**src/rtl/input_conditioner.sv**
```systemverilog
// Multi-channel input conditioner: synchroniser, polarity fix, debouncer and edge
// detector per channel, plus a debug step controller that drives stall_debug.
module input_conditioner #(
  parameter int                  CHANNELS        = 8,
  parameter int                  SYNC_STAGES     = 2,
  parameter int                  DEBOUNCE_CYCLES = 16384,
  parameter logic [CHANNELS-1:0] ACTIVE_LOW      = '1,
  parameter int                  RUN_CH          = 7,
  parameter int                  STEP_CH         = 0,
  parameter int                  STEP_CYCLES     = 1
) (
  input  logic                CLK_CPU,
  input  logic                resetp,
  input  logic [CHANNELS-1:0] pins_i,
  output logic [CHANNELS-1:0] level_o,
  output logic [CHANNELS-1:0] rise_o,
  output logic [CHANNELS-1:0] fall_o,
  output logic                stall_debug,
  output logic                step_busy,
  output logic [1:0]          dbg_state_o
);

  localparam int CW = $clog2(DEBOUNCE_CYCLES + 1);
  localparam int BW = $clog2(STEP_CYCLES + 1);
  localparam logic [CW-1:0] CNT_LAST   = CW'(DEBOUNCE_CYCLES - 1);
  localparam logic [CW-1:0] CNT_MAX    = '1;
  localparam logic [BW-1:0] BURST_LAST = BW'(STEP_CYCLES - 1);

  typedef enum logic [1:0] {
    ST_IDLE  = 2'd0,
    ST_BURST = 2'd1,
    ST_RUN   = 2'd2
  } step_state_e;

  logic [CHANNELS-1:0] sync_q [SYNC_STAGES];
  logic [CHANNELS-1:0] sync_d [SYNC_STAGES];
  logic [CW-1:0]       cnt_q  [CHANNELS];
  logic [CW-1:0]       cnt_d  [CHANNELS];
  logic [CHANNELS-1:0] sample;
  logic [CHANNELS-1:0] level_q, level_d;
  logic [CHANNELS-1:0] rise_q, rise_d;
  logic [CHANNELS-1:0] fall_q, fall_d;

  step_state_e   state_q, state_d;
  logic [BW-1:0] burst_q, burst_d;
  logic          stall_q, stall_d;
  logic          busy_q, busy_d;

  always_comb begin
    sync_d[0] = pins_i;
    for (int s = 1; s < SYNC_STAGES; s++) begin
      sync_d[s] = sync_q[s-1];
    end
  end

  assign sample = sync_q[SYNC_STAGES-1] ^ ACTIVE_LOW;

  // Any matching sample clears the count; a full run of disagreeing samples loads the level.
  always_comb begin
    level_d = level_q;
    for (int i = 0; i < CHANNELS; i++) begin
      cnt_d[i] = '0;
      if (sample[i] != level_q[i]) begin
        if (cnt_q[i] == CNT_LAST) begin
          level_d[i] = sample[i];
        end else if (cnt_q[i] != CNT_MAX) begin
          cnt_d[i] = cnt_q[i] + 1'b1;
        end else begin
          cnt_d[i] = cnt_q[i];
        end
      end
    end
    rise_d = level_d & ~level_q;
    fall_d = ~level_d & level_q;
  end

  always_ff @(posedge CLK_CPU) begin
    if (resetp) begin
      for (int s = 0; s < SYNC_STAGES; s++) begin
        sync_q[s] <= ACTIVE_LOW;
      end
      for (int i = 0; i < CHANNELS; i++) begin
        cnt_q[i] <= '0;
      end
      level_q <= '0;
      rise_q  <= '0;
      fall_q  <= '0;
    end else begin
      sync_q  <= sync_d;
      cnt_q   <= cnt_d;
      level_q <= level_d;
      rise_q  <= rise_d;
      fall_q  <= fall_d;
    end
  end

  // Step controller state register.
  always_ff @(posedge CLK_CPU) begin
    if (resetp) begin
      state_q <= ST_IDLE;
      burst_q <= '0;
      stall_q <= 1'b1;
      busy_q  <= 1'b0;
    end else begin
      state_q <= state_d;
      burst_q <= burst_d;
      stall_q <= stall_d;
      busy_q  <= busy_d;
    end
  end

  // Run mode overrides everything, including a request seen in the same cycle.
  always_comb begin
    state_d = state_q;
    burst_d = burst_q;
    if (level_q[RUN_CH]) begin
      state_d = ST_RUN;
      burst_d = '0;
    end else begin
      case (state_q)
        ST_IDLE: begin
          if (rise_q[STEP_CH]) begin
            state_d = ST_BURST;
            burst_d = '0;
          end
        end
        ST_BURST: begin
          if (burst_q == BURST_LAST) begin
            state_d = ST_IDLE;
            burst_d = '0;
          end else begin
            burst_d = burst_q + 1'b1;
          end
        end
        default: begin
          state_d = ST_IDLE;
          burst_d = '0;
        end
      endcase
    end
  end

  // Outputs are decoded from the next state so they leave the flops directly.
  always_comb begin
    stall_d = 1'b1;
    busy_d  = 1'b0;
    case (state_d)
      ST_BURST: begin
        stall_d = 1'b0;
        busy_d  = 1'b1;
      end
      ST_RUN: begin
        stall_d = 1'b0;
      end
      default: ;
    endcase
  end

  assign level_o     = level_q;
  assign rise_o      = rise_q;
  assign fall_o      = fall_q;
  assign stall_debug = stall_q;
  assign step_busy   = busy_q;
  assign dbg_state_o = state_q;

endmodule
```
**config.mk**
```make
export PLATFORM = sky130hd
export DESIGN_NAME = input_conditioner
export DESIGN_NICKNAME = d
export VERILOG_FILES = /design/src/rtl/input_conditioner.sv
export SDC_FILE = /design/constraint.sdc
export NUM_CORES = 1
export LEC_CHECK = 0
export ABC_AREA = 0
export CORE_MARGIN = 10
export CORE_UTILIZATION = 54
export CTS_BUF_LIST = sky130_fd_sc_hd__clkbuf_8 sky130_fd_sc_hd__clkbuf_16
export DETAILED_ROUTE_END_ITERATION = 7
export HOLD_SLACK_MARGIN = 0.1
export PLACE_DENSITY = 0.76
export SETUP_SLACK_MARGIN = 0.3
export SYNTH_ARGS = -nofsm -noshare
export SYNTH_HDL_FRONTEND = slang
export SYNTH_SLANG_ARGS = --single-unit
```
**constraint.sdc**
```tcl
create_clock -name CLK_CPU -period 1.7 [get_ports CLK_CPU]
set_input_delay 0.34 -clock CLK_CPU [delete_from_list [all_inputs] [get_ports CLK_CPU]]
set_output_delay 0.34 -clock CLK_CPU [all_outputs]
set_load 0.01 [all_outputs]
```
Yosys cells after proc, flatten, opt, wreduce, memory -nomap -nowiden. Cells that the tools add are included. W data, S select, Z words.

Output and inout port bits: 28. Flip-flop bits (word level): 165. Logic and storage cells: 103.

Add/sub/neg operators: 9. Equal/unequal tests: 28. Mux-type cells: 25. Reduce and logical (&&, ||, !) cells: 11. Bitwise gates (word level): 13.

Operators with widths (number): $add A15 B1 Y15 const B (8); $eq A15 B14 Y1 const B (8); $ne A15 B15 Y1 const B (8); $not A8 Y8 (3); $reduce_or A3 Y1 (8); $mux W1 (20); $and A8 B8 Y8 (2); $ne A1 B1 Y1 (8); $not A1 Y1 (8); $mux W2 (3); $eq A2 B1 Y1 const B (2); $pmux W2 S2 (1); $reduce_or A2 Y1 (2); $eq A2 B2 Y1 const B (1); $logic_not A2 Y1 (1); $ne A2 B2 Y1 const B (1); $pmux W1 S2 (1); $add A1 B1 Y1 const B (1).

Logic depth before layout (Yosys ltp). Gate-level depths: netlist of the first run.

Depth in word-level cells: 6. Mapped depth: 7. Depth with buffers taken out: 5.

Worst setup path after synthesis of the first run. OpenSTA, ideal clock, no wires.

Kind: register to register. Start point: register cnt_q[105] (netlist bit). End point: register cnt_q[116] (netlist bit). Path slack: -0.139 ns. Arrival: 1.714 ns. Stages on the path, launching flop included: 7. Clock period less this slack: 1.839 ns. Required time: 1.575 ns. Path through: dfxtp_1 ha_1 nand4_2 or4_1 nand2_1 buf_4 a21oi_1.

Longest elaborated chain between the ends: 2. Elaborated cells on any way between the ends: 4. Classes of those cells: add/sub (1); eq/ne (2); reduce/logical (1).

RTL lines: start, declared (line 37) `logic [CW-1:0] cnt_q [CHANNELS];`; start signal, assigned (line 90) `cnt_q <= cnt_d;`; parallel branches: the longest is 2 deep, another holds $add A15 B1 Y15.

Parallel ways; which one is timed is not known. A chain may end at the register's enable or synchronous reset.

Final worst setup path of the first run.
Start point: register cnt_q[30] (netlist bit). End point: register cnt_q[41] (netlist bit).

The elaborated chain is that of the path after synthesis.

==> results of run 1 <==
area by class of cell:
class                           count  area share
Clock buffer                       22     0.04272
Inverter                           19    0.006165
Timing Repair Buffer              209      0.1589
Clock inverter                     10    0.008436
Multi-Input combinational cell    615      0.4613
Tap cell                          176     0.01904
Sequential cell                   164      0.3035
cells by family after synthesis:
kind of cell / after synthesis
adders and majority gates: 9
muxes: 12
DFF: 164
AOI/OAI and AO/OA: 157
and+or+nand+nor: 409
xor gates and xnor gates: 20
buffers and inverters: 47
repair_timing:
action | in CTS | in global routing
resized for setup | 253 | 158
cloned | 11 | 1
endpoints found under the setup margin | 164 | 156
pin swaps | 90 | 77
setup buffers | 88 | 37
hold buffers | 0 | 0
flip-flops by register name (all words and copies together) (netlist names):
name         count
cnt_q          120
dbg_state_o      2
fall_o           8
level_o          8
rise_o           8
stall_debug      1
step_busy        1
sync_d           8
sync_q           8
cells in the mapped netlist, types with 19 or more instances:
library cell  instances
nand4_1              21
inv_1                19
nor2_1               57
or2_2                29
nand3_1              42
a21oi_1              79
or3_1                31
dfxtp_1             164
or4_1                20
nand2_1              58
o21ai_0              33
nor3_1               47
critical path, stage by stage (launching register included):
cell     delay (ns)
dfxtp_4        0.36
ha_4           0.15
nand4_4        0.09
buf_6          0.15
nor4_4         0.38
buf_4          0.20
buf_6          0.12
nor4_2         0.05
mux2i_1        0.12
stage by stage:
stage | cells | TNS (ns)
final | 1215 | -0.1655
after global routing | 1215 | -0.5308
after CTS | 1177 | 0
after detailed placement | 1046 | -0.008169
after global placement | 1046 | 0
after floorplan | 818 | 0
metal layers:
metal,vias to the layer above,track usage,part of all wire
met5,-,0,0
met2,353,0.4042,0.52
met4,0,0.08698,0.038
li1,3462,-,-
met3,95,0.05941,0.053
met1,3758,0.2474,0.39
power groups by stage:
| stage | logic [mW] | clock network (mW) | registers [mW] |
|---|---|---|---|
| 2_1_floorplan | 0.0876 | 0 | 3.96 |
| 3_3_place_gp | 0.119 | 0 | 3.96 |
| 3_5_place_dp | 0.124 | 0 | 3.96 |
| 4_1_cts | 0.178 | 3.83 | 3.84 |
| 5_1_grt | 0.210 | 4.03 | 3.82 |
| 6_report | 0.197 | 3.85 | 3.83 |
worst max path at each step:
stage	cells past startpoint	end	from
after CTS	6	cnt_q[52]	cnt_q[45]
after global placement	5	cnt_q[46]	cnt_q[57]
final	8	cnt_q[41]	cnt_q[30]
after global routing	5	level_o[4]	cnt_q[45]
after detailed placement	6	cnt_q[46]	cnt_q[46]
after floorplan	4	level_o[3]	cnt_q[64]
==> out/qor_table.md, run 1 <==
| Result | Reported |
|:---|:---|
| Global routing usage summed across all routing layers | 0.2250 |
| Post-synthesis instance total | 818 |
| Worst r2r dst | cnt_q[41] |
| Worst reg2reg path depth | 8 |
| Number of synthesized register bits | 164 |
| Clock edge transition at the registers on the reported setup and hold paths | 0.06 ns |
| Number of buffers added by the clock tree synthesis step | 17 |
| Final Slew Violations | 0 |
| Relative slew margins | 0.4819 |
| Number of levels the H-tree was split into | 4 |
| Antenna Nets Post-Route | 0 |
| Kind of end point of the critical path | flop |
| Die X-Extent | 136.0 um |
| Reported max-cap violation count | 0 |
| Count of port buffers added during placement | 37 |
| Register-to-register path setup slack | -0.07 ns |
| Clock sink count | 164 |
| Required time worst endpoint | 2.01 ns |
| Switching portion of total power | 0.2239 |
| Run status | complete, but fails checks |
| Core area | 13190 um2 |
| DIE AREA | 18500 um2 |
| Fill cells | 574 |
| Initial Util | 0.5510 |
| Layout cells sized above 1 | 0.5881 |
| Layout-stage area growth over the synthesis result | 59.17% |
| Count of flip-flops with a built-in enable after synthesis | 0 |
| Net switching power of the design | 1.763 mW |
| Placed cell area | 8621 um2 |
| CP arrival | 2.07 ns |
| Setup violations, final | 5 |
| Mapped cell area | 7268 um2 |
| Violation count after the first detailed-routing iteration | 617 |
| Sequential Area | 3511 um2 |
| Leading cell type in the layout, fill and taps excluded | buf_4 |
| Worst hold path depth | 3 |
| RSZ-0062 raised after global routing | yes |
| Shortest period the worst path allows | 1.767 ns |
| Path class of the lowest-slack min-delay path | in2reg |
| Proportion of power drawn by combinational gates | 0.025 |
| Number of I/O pins | 38 |
| Layout Skew | 0.009884 ns |
| Final hold violation count | 0 |
| Clock network fraction of design power | 0.489 |
| Routed vias/inst | 6.311 |
| Post-Place Worst Slack | -0.008169 ns |
| Most area-consuming cells after synthesis | dfxtp_1 45%, a21oi_1 5.4%, nor3_1 3.2% |
| Startpoint type of the worst setup path | flop |
| Design Power | 7.874 mW |
| Antenna fix cells | 0 |
| Maximum clock path buffer count | 2 |
| Vias in the first global route | 7130 |
| Fraction of registers with async set or reset after synthesis | 0 |
| Period utilization | 1.039 |
| Post-layout util | 0.8771 |
| IR drop worst, VDD | 0.9925 mV |
| Share of the yosys chip area belonging to registers | 0.4517 |
| Syn Nets | 837 |
| FP Rows | 42 |
| First-pass DRT Iterations | 7 |
| Hold_sp | resetp |
| Largest area contributor in the netlist | dfxtp_1 |
| Post-synthesis simple-gate area fraction | 0.3359 |
| Pin count of the biggest net entering global routing | 44 |
| Final setup margin | -0.06684 ns |
| Mean area per synthesized cell | 8.885 um2 |
| Leakage power figure | 4.030 nW |
| Worst Hold Margin | 0.3494 ns |
| Largest family of logic cells by synthesized area | simple AND/OR/NAND/NOR gates |
| Wire length of the first global-routing pass | 34350 um |
| Critical path class | reg2reg |
| Areal power density over the cells | 680.6 nW/um2 |
| Failing checks | setup timing |
| Power Internal | 6.111 mW |
| XOR/XNOR Fraction of Synth Area | 0.02410 |
| Clock Latency Late Sink | 0.44 ns |
| DRC viols | 0 |
| WL/cell | 20.66 um |
| Worst Hold End | level_o[5] |
| Achievable Freq | 0.5660 GHz |
| Highest-count cells in the layout ignoring fill and taps | 128 x buf_4, 71 x dfxtp_2, 56 x a21oi_2, 56 x dfxtp_1, 49 x nand2_1 |
| Number of antenna violations at the first check in global routing | 0 |
| Overall via count from detail_route | 7668 |
| Net count, final | 1045 |
| Master cell of the clock root buffer | clkbuf_16 |
| Estimated wirelength of the detail-placed design | 11270 um |
| Multiplexer share of the synthesized area | 0.01653 |
| Area of combinational cells with multiple inputs | 5336 um2 |
| Final Wtd Congestion | 0.8445 |
| Detailed Route WL | 25110 um |
| Fraction of the mapped netlist area in compound gates | 0.1257 |
| Die span in y | 136.0 um |
| Maximum net fanout on the critical path | 4 |
| Worst Tran Pin Value | 0.7744 ns |
| Remaining global-route overflow | 0 |
| Finished layout cell area | 11570 um2 |
| Startpoint of the worst-slack reg-to-reg timing path | cnt_q[30] |
| Clock tree from TritonCTS | yes |
| Sequential group share of total power | 0.486 |
| Synth unique cells | 53 |
| Post-Synth Adder-Cell Area | 0.01549 |
| Share of the synthesized area in the top cell type | 0.4517 |
| Synth warn | 0 |
| Main synth FF type | dfxtp_1 |
Note: power is estimated with default switching activity, not from simulation.
==> run 2, diff against run 1 <==
- CORE_UTILIZATION: 54 -> 50
- PLACE_DENSITY: 0.76 -> 0.71
==> out/qor_table.md, run 2 (synthesis gave the netlist of run 1 again) <==
| Result | Reported | Change |
|:---|:---|:---|
| Final Wtd Congestion | 0.8170 | -3.3% |
| Run status | finished clean |  |
| Clock edge transition at the registers on the reported setup and hold paths | 0.06 ns | about the same |
| Routed vias/inst | 6.106 | -3.2% |
| CP arrival | 2.04 ns | -0.03 ns |
| Critical path startpoint | cnt_q[46] |  |
| Overall via count from detail_route | 7407 | -3.4% |
| Highest-count cells in the layout ignoring fill and taps | 118 x buf_4, 66 x dfxtp_1, 59 x a21oi_2 |  |
| Leading cell type in the layout, fill and taps excluded | buf_4 |  |
| Relative slew margins | 0.5289 | +0.04702 |
| Post-Place Worst Slack | -0.01169 ns | -0.003523 ns |
| Die X-Extent | 140.6 um | +3.3% |
| DIE AREA | 19760 um2 | +6.8% |
| Startpoint type of the worst setup path | flop |  |
| WL/cell | 18.82 um | -8.9% |
| Wire length of the first global-routing pass | 34890 um | +1.6% |
| Path class of the lowest-slack min-delay path | reg2reg |  |
| Clock Latency Late Sink | 0.44 ns | about the same |
| Number of levels the H-tree was split into | 4 | unchanged |
| Reg with most FFs | cnt_q |  |
| Maximum clock path buffer count | 2 | unchanged |
| Layer with the highest usage after global routing | met2 |  |
| Global routing usage on met3 | 0.04632 | -0.01309 |
| Clock tree from TritonCTS | yes |  |
| Count of port buffers added during placement | 37 | unchanged |
| Critical path class | reg2reg |  |
| Pin count of the biggest net entering global routing | 18 | -59% |
| Master cell of the clock root buffer | clkbuf_16 |  |
| Number of buffers inserted for hold repair after clock tree synthesis | 0 | unchanged |
| Finished layout cell area | 11600 um2 | +0.30% |
| Achievable Freq | 0.5972 GHz | +5.5% |
| Kind of end point of the critical path | flop |  |
| Maximum net fanout on the critical path | 6 | +2 |
| Met1 usage in global routing | 0.2318 | -0.01561 |
| Layout cells sized above 1 | 0.5695 | -0.01858 |
| Number of I/O pins | 38 | unchanged |
| Worst reg2reg path depth | 6 | -2 |
| Reported max-cap violation count | 0 | unchanged |
| FP Rows | 44 | +4.8% |
| Antenna fix cells | 0 | unchanged |
| Startpoint of the worst-slack reg-to-reg timing path | cnt_q[46] |  |
| Global routing usage summed across all routing layers | 0.2079 | -0.01709 |
| Required time worst endpoint | 2.06 ns | +0.05 ns |
| Placed cell area | 8701 um2 | +0.93% |
| RSZ-0062 raised after global routing | yes |  |
| Final hold violation count | 0 | unchanged |
| Estimated wirelength of the detail-placed design | 11490 um | +2.0% |
| Shortest period the worst path allows | 1.675 ns | -0.09227 ns |
| Core area | 14370 um2 | +8.9% |
| Final setup margin | 0.02544 ns | +0.09227 ns |
| Initial Util | 0.5058 | -0.04520 |
| Layout Skew | 0.01062 ns | +0.0007382 ns |
| DRC viols | 0 | unchanged |
| Vias in the first global route | 7285 | +2.2% |
| Leakage power figure | 3.974 nW | -1.4% |
| Setup violations, final | 0 | -5 |
| Hold_sp | sync_d[2] |  |
| Met2 Track Usage GR | 0.3783 | -0.02583 |
| Worst r2r dst | cnt_q[54] |  |
| Clock sink count | 164 | unchanged |
| Layout-stage area growth over the synthesis result | 59.65% |  |
| Areal power density over the cells | 686.2 nW/um2 | +0.82% |
| Die span in y | 140.6 um | +3.3% |
| First-pass DRT Iterations | 5 | -2 |
| Critical path endpoint | cnt_q[54] |  |
| Remaining global-route overflow | 0 | unchanged |
| Register-to-register path setup slack | 0.03 ns | +0.09 ns |
| Detailed Route WL | 22830 um | -9.1% |
| Worst Tran Pin Value | 0.7067 ns | -0.06767 ns |
| Number of antenna violations at the first check in global routing | 0 | unchanged |
| Period utilization | 0.9850 | -0.05428 |
| Number of buffers added by the clock tree synthesis step | 17 | unchanged |
| IR drop worst, VDD | 0.7773 mV | -22% |
| Violation count after the first detailed-routing iteration | 511 | -17% |
| Final Slew Violations | 0 | unchanged |
| Number of flip-flops in the largest register | 120 | unchanged |
| Antenna Nets Post-Route | 0 | unchanged |
| Net count, final | 1035 | -0.96% |
## run 2: cell count changes in the layout (fill, tap and decap cells not counted), sizes merged
cell / delta
dlygate4sd2: +5
clkdlybuf4s15: -2
clkinvlp: -1
buf: -13
bufinv: +1
clkinv: +3
clkbuf: -3
## run 2: what timing repair did
| item | 4_1_cts | 5_1_grt |
|---|---|---|
| hold endpoints to repair | 0 | 0 |
| gates resized for setup | 258 | 136 |
| buffers inserted | 79 | 25 |
| endpoints found under the setup margin | 162 | 151 |
| gates cloned | 12 | 0 |
| pin swaps | 85 | 57 |
## run 2: layout make-up
class | instances | area (um2)
inverter | 19 | 71.32
tap | 184 | 230.2
sequential | 164 | 3518
clock buffer | 19 | 475.5
timing repair buffer | 199 | 1792
clock inverter | 13 | 132.6
multi-input combinational | 615 | 5384
fill | 826 | 2765
## run 2: how the worst min path moves through the flow
stage / cells past startpoint / slack, ns / end
floorplan: 1 / 0.39 / sync_q[0]
global placement: 1 / 0.39 / sync_q[0]
detailed placement: 1 / 0.39 / sync_q[2]
CTS: 1 / 0.41 / sync_q[2]
global route: 1 / 0.43 / sync_q[2]
finish: 1 / 0.41 / sync_q[2]
## run 2: power breakdown
group | switching, mW | leakage (nW) | internal (mW)
combinational | 0.124 | 2.28 | 0.0882
clock | 1.61 | 0.307 | 2.33
sequential | 0.0166 | 1.39 | 3.80
## run 2: per-stage QoR
step	instances	power (mW)	hold WS (ns)	TNS (ns)	util
detailed placement	1065	4.089	0.3934	-0.01417	0.6055
global placement	1065	4.084	0.3922	0	0.6055
CTS	1188	7.965	0.4077	0	0.7559
global route	1213	8.178	0.4295	-0.1026	0.8076
floorplan	818	4.044	0.3895	0	-
finish	1213	7.962	0.4067	0	0.8076
## run 2: layer usage
layer | share of wire | wire, um | up-vias
li1 | - | - | 3444
met1 | 0.40 | 9136 | 3672
met2 | 0.53 | 12140 | 232
met3 | 0.041 | 947 | 59
met4 | 0.026 | 601 | 0
met5 | 0 | 0 | -
## run 2: worst max-delay path, stage by stage (launching register included)
cell and delay, ns:
dfxtp_4 0.35, ha_4 0.16, nand4_1 0.19, nor4_4 0.08, buf_4 0.16, or4_4 0.52, a21oi_2 0.14
==> run 3, diff against run 2 <==
- ABC_AREA: 0 -> default
- PLACE_DENSITY: 0.71 -> 0.73
==> out/qor_table.md, run 3 (synthesis gave the netlist of run 1 again) <==
| Result | Reported | Change |
|:---|:---|:---|
| Worst Hold Margin | 0.3839 ns | -0.02274 ns |
| Layout-stage area growth over the synthesis result | 61.87% |  |
| Number of levels the H-tree was split into | 4 | unchanged |
| Met1 usage in global routing | 0.2168 | -0.01492 |
| Clock sink count | 164 | unchanged |
| CP arrival | 2.02 ns | -0.02 ns |
| Violation count after the first detailed-routing iteration | 409 | -20% |
| Path class of the lowest-slack min-delay path | in2reg |  |
| Maximum clock path buffer count | 2 | unchanged |
| Maximum net fanout on the critical path | 7 | +1 |
| Period utilization | 0.9940 | +0.009003 |
| WL/cell | 18.46 um | -1.9% |
| Leading cell type in the layout, fill and taps excluded | buf_4 |  |
| Overall via count from detail_route | 7418 | +0.15% |
| Number of antenna violations at the first check in global routing | 0 | unchanged |
| DIE AREA | 19760 um2 | unchanged |
| Reported max-cap violation count | 0 | unchanged |
| Clock edge transition at the registers on the reported setup and hold paths | 0.07 ns | about the same |
| IR drop worst, VDD | 0.7382 mV | -5.0% |
| Run status | finished clean |  |
| Global routing usage on met3 | 0.05274 | +0.006423 |
| Number of flip-flops in the largest register | 120 | unchanged |
| Die X-Extent | 140.6 um | unchanged |
| Net count, final | 1045 | +0.97% |
| Master cell of the clock root buffer | clkbuf_16 |  |
| Wire length of the first global-routing pass | 33240 um | -4.7% |
| Layer with the highest usage after global routing | met2 |  |
| Pin count of the biggest net entering global routing | 45 | +27 |
| Kind of end point of the critical path | flop |  |
| Vias in the first global route | 7203 | -1.1% |
| Number of I/O pins | 38 | unchanged |
| Routed vias/inst | 6.065 | -0.67% |
| Startpoint type of the worst setup path | flop |  |
| Count of port buffers added during placement | 37 | unchanged |
| Number of buffers added by the clock tree synthesis step | 17 | unchanged |
| Design Power | 7.949 mW | -0.16% |
| Core area | 14370 um2 | unchanged |
| Reg with most FFs | cnt_q |  |
| Worst Tran Pin Value | 0.5252 ns | -0.1815 ns |
| First-pass DRT Iterations | 5 | unchanged |
| Shortest period the worst path allows | 1.690 ns | +0.01530 ns |
| Die span in y | 140.6 um | unchanged |
| DRC viols | 0 | unchanged |
| Antenna Nets Post-Route | 0 | unchanged |
| Clock tree from TritonCTS | yes |  |
| Detailed Route WL | 22580 um | -1.1% |
| Remaining global-route overflow | 0 | unchanged |
| Final hold violation count | 0 | unchanged |
| Final Wtd Congestion | 0.8625 | +5.6% |
| Highest-count cells in the layout ignoring fill and taps | 121 x buf_4, 66 x dfxtp_1, 57 x a21oi_2 |  |
| RSZ-0062 raised after global routing | yes |  |
| Leakage power figure | 4.110 nW | +3.4% |
| FP Rows | 44 | unchanged |
| Met2 Track Usage GR | 0.3542 | -0.02414 |
| Relative slew margins | 0.6499 | +0.1210 |
| Final Slew Violations | 0 | unchanged |
| Initial Util | 0.5058 | unchanged |
| Global routing usage summed across all routing layers | 0.1983 | -0.009649 |
| Areal power density over the cells | 675.7 nW/um2 | -1.5% |
| Clock Latency Late Sink | 0.44 ns | about the same |
| Layout Skew | 0.01407 ns | +0.003451 ns |
| Critical path class | reg2reg |  |
| Antenna fix cells | 0 | unchanged |
| Estimated wirelength of the detail-placed design | 11160 um | -2.8% |
| Achievable Freq | 0.5918 GHz | -0.91% |
| Required time worst endpoint | 2.03 ns | -0.03 ns |
| Setup violations, final | 0 | unchanged |
| Fill cells | 760 | -8.0% |
| Layout cells sized above 1 | 0.5765 | +0.007031 |
run 3: metal layers:
metal | vias up | share of wire
met1 | 3637 | 0.40
met3 | 72 | 0.044
met4 | 0 | 0.029
met5 | - | 0
met2 | 230 | 0.53
li1 | 3479 | -
run 3: path summary, 6_finish.rpt:
kind,slack (ns),depth (start not counted),startpoint,endpoint
worst max-delay path,0.01,7,cnt_q[75],cnt_q[83]
worst max register to register,0.01,7,cnt_q[75],cnt_q[83]
worst min-delay path,0.38,3,resetp,level_o[5]
worst min register to register,0.41,1,sync_d[7],sync_q[7]
run 3: stage by stage:
stage                     setup TNS [ns]  instances    util  cell area, um2  setup WS [ns]
after floorplan                        0        818       -            7909         0.1116
after global placement                 0       1057  0.6022            8653        0.06757
after detailed placement      -0.0008958       1057  0.6022            8653     -0.0008958
after CTS                              0       1191  0.7490           10760        0.02781
after global routing             -0.4903       1223  0.8188           11770       -0.07028
final                                  0       1223  0.8188           11770        0.01013
run 3: layout make-up:
class | instances | area (um2) | share of cell area
clock inverters | 15 | 168.9 | 0.01436
clock buffers | 17 | 425.4 | 0.03616
multi-input cells | 616 | 5493 | 0.4669
repair buffers | 208 | 1863 | 0.1584
flip-flops and latches | 164 | 3511 | 0.2984
well taps | 184 | 230.2 | 0.01957
inverters | 19 | 73.82 | 0.006275
run 3: worst max-delay path, cell delays in order (launching register included):
cell     delay, ns
dfxtp_4       0.36
ha_4          0.15
nand4_4       0.10
buf_6         0.14
or4_4         0.49
buf_12        0.17
nand2_8       0.10
nor3_2        0.06
run 3: repair_timing:
item	in CTS	in global routing
setup endpoints to repair	160	148
gates resized for setup	241	171
gates cloned	12	0
hold buffers	0	0
pin swaps	79	56
setup buffers	90	32
run 3: where the power goes:
group / internal [mW] / total [mW] / switching (mW)
Clock: 2.20 / 3.92 / 1.72
Combinational: 0.0888 / 0.212 / 0.124
Sequential: 3.80 / 3.82 / 0.0163
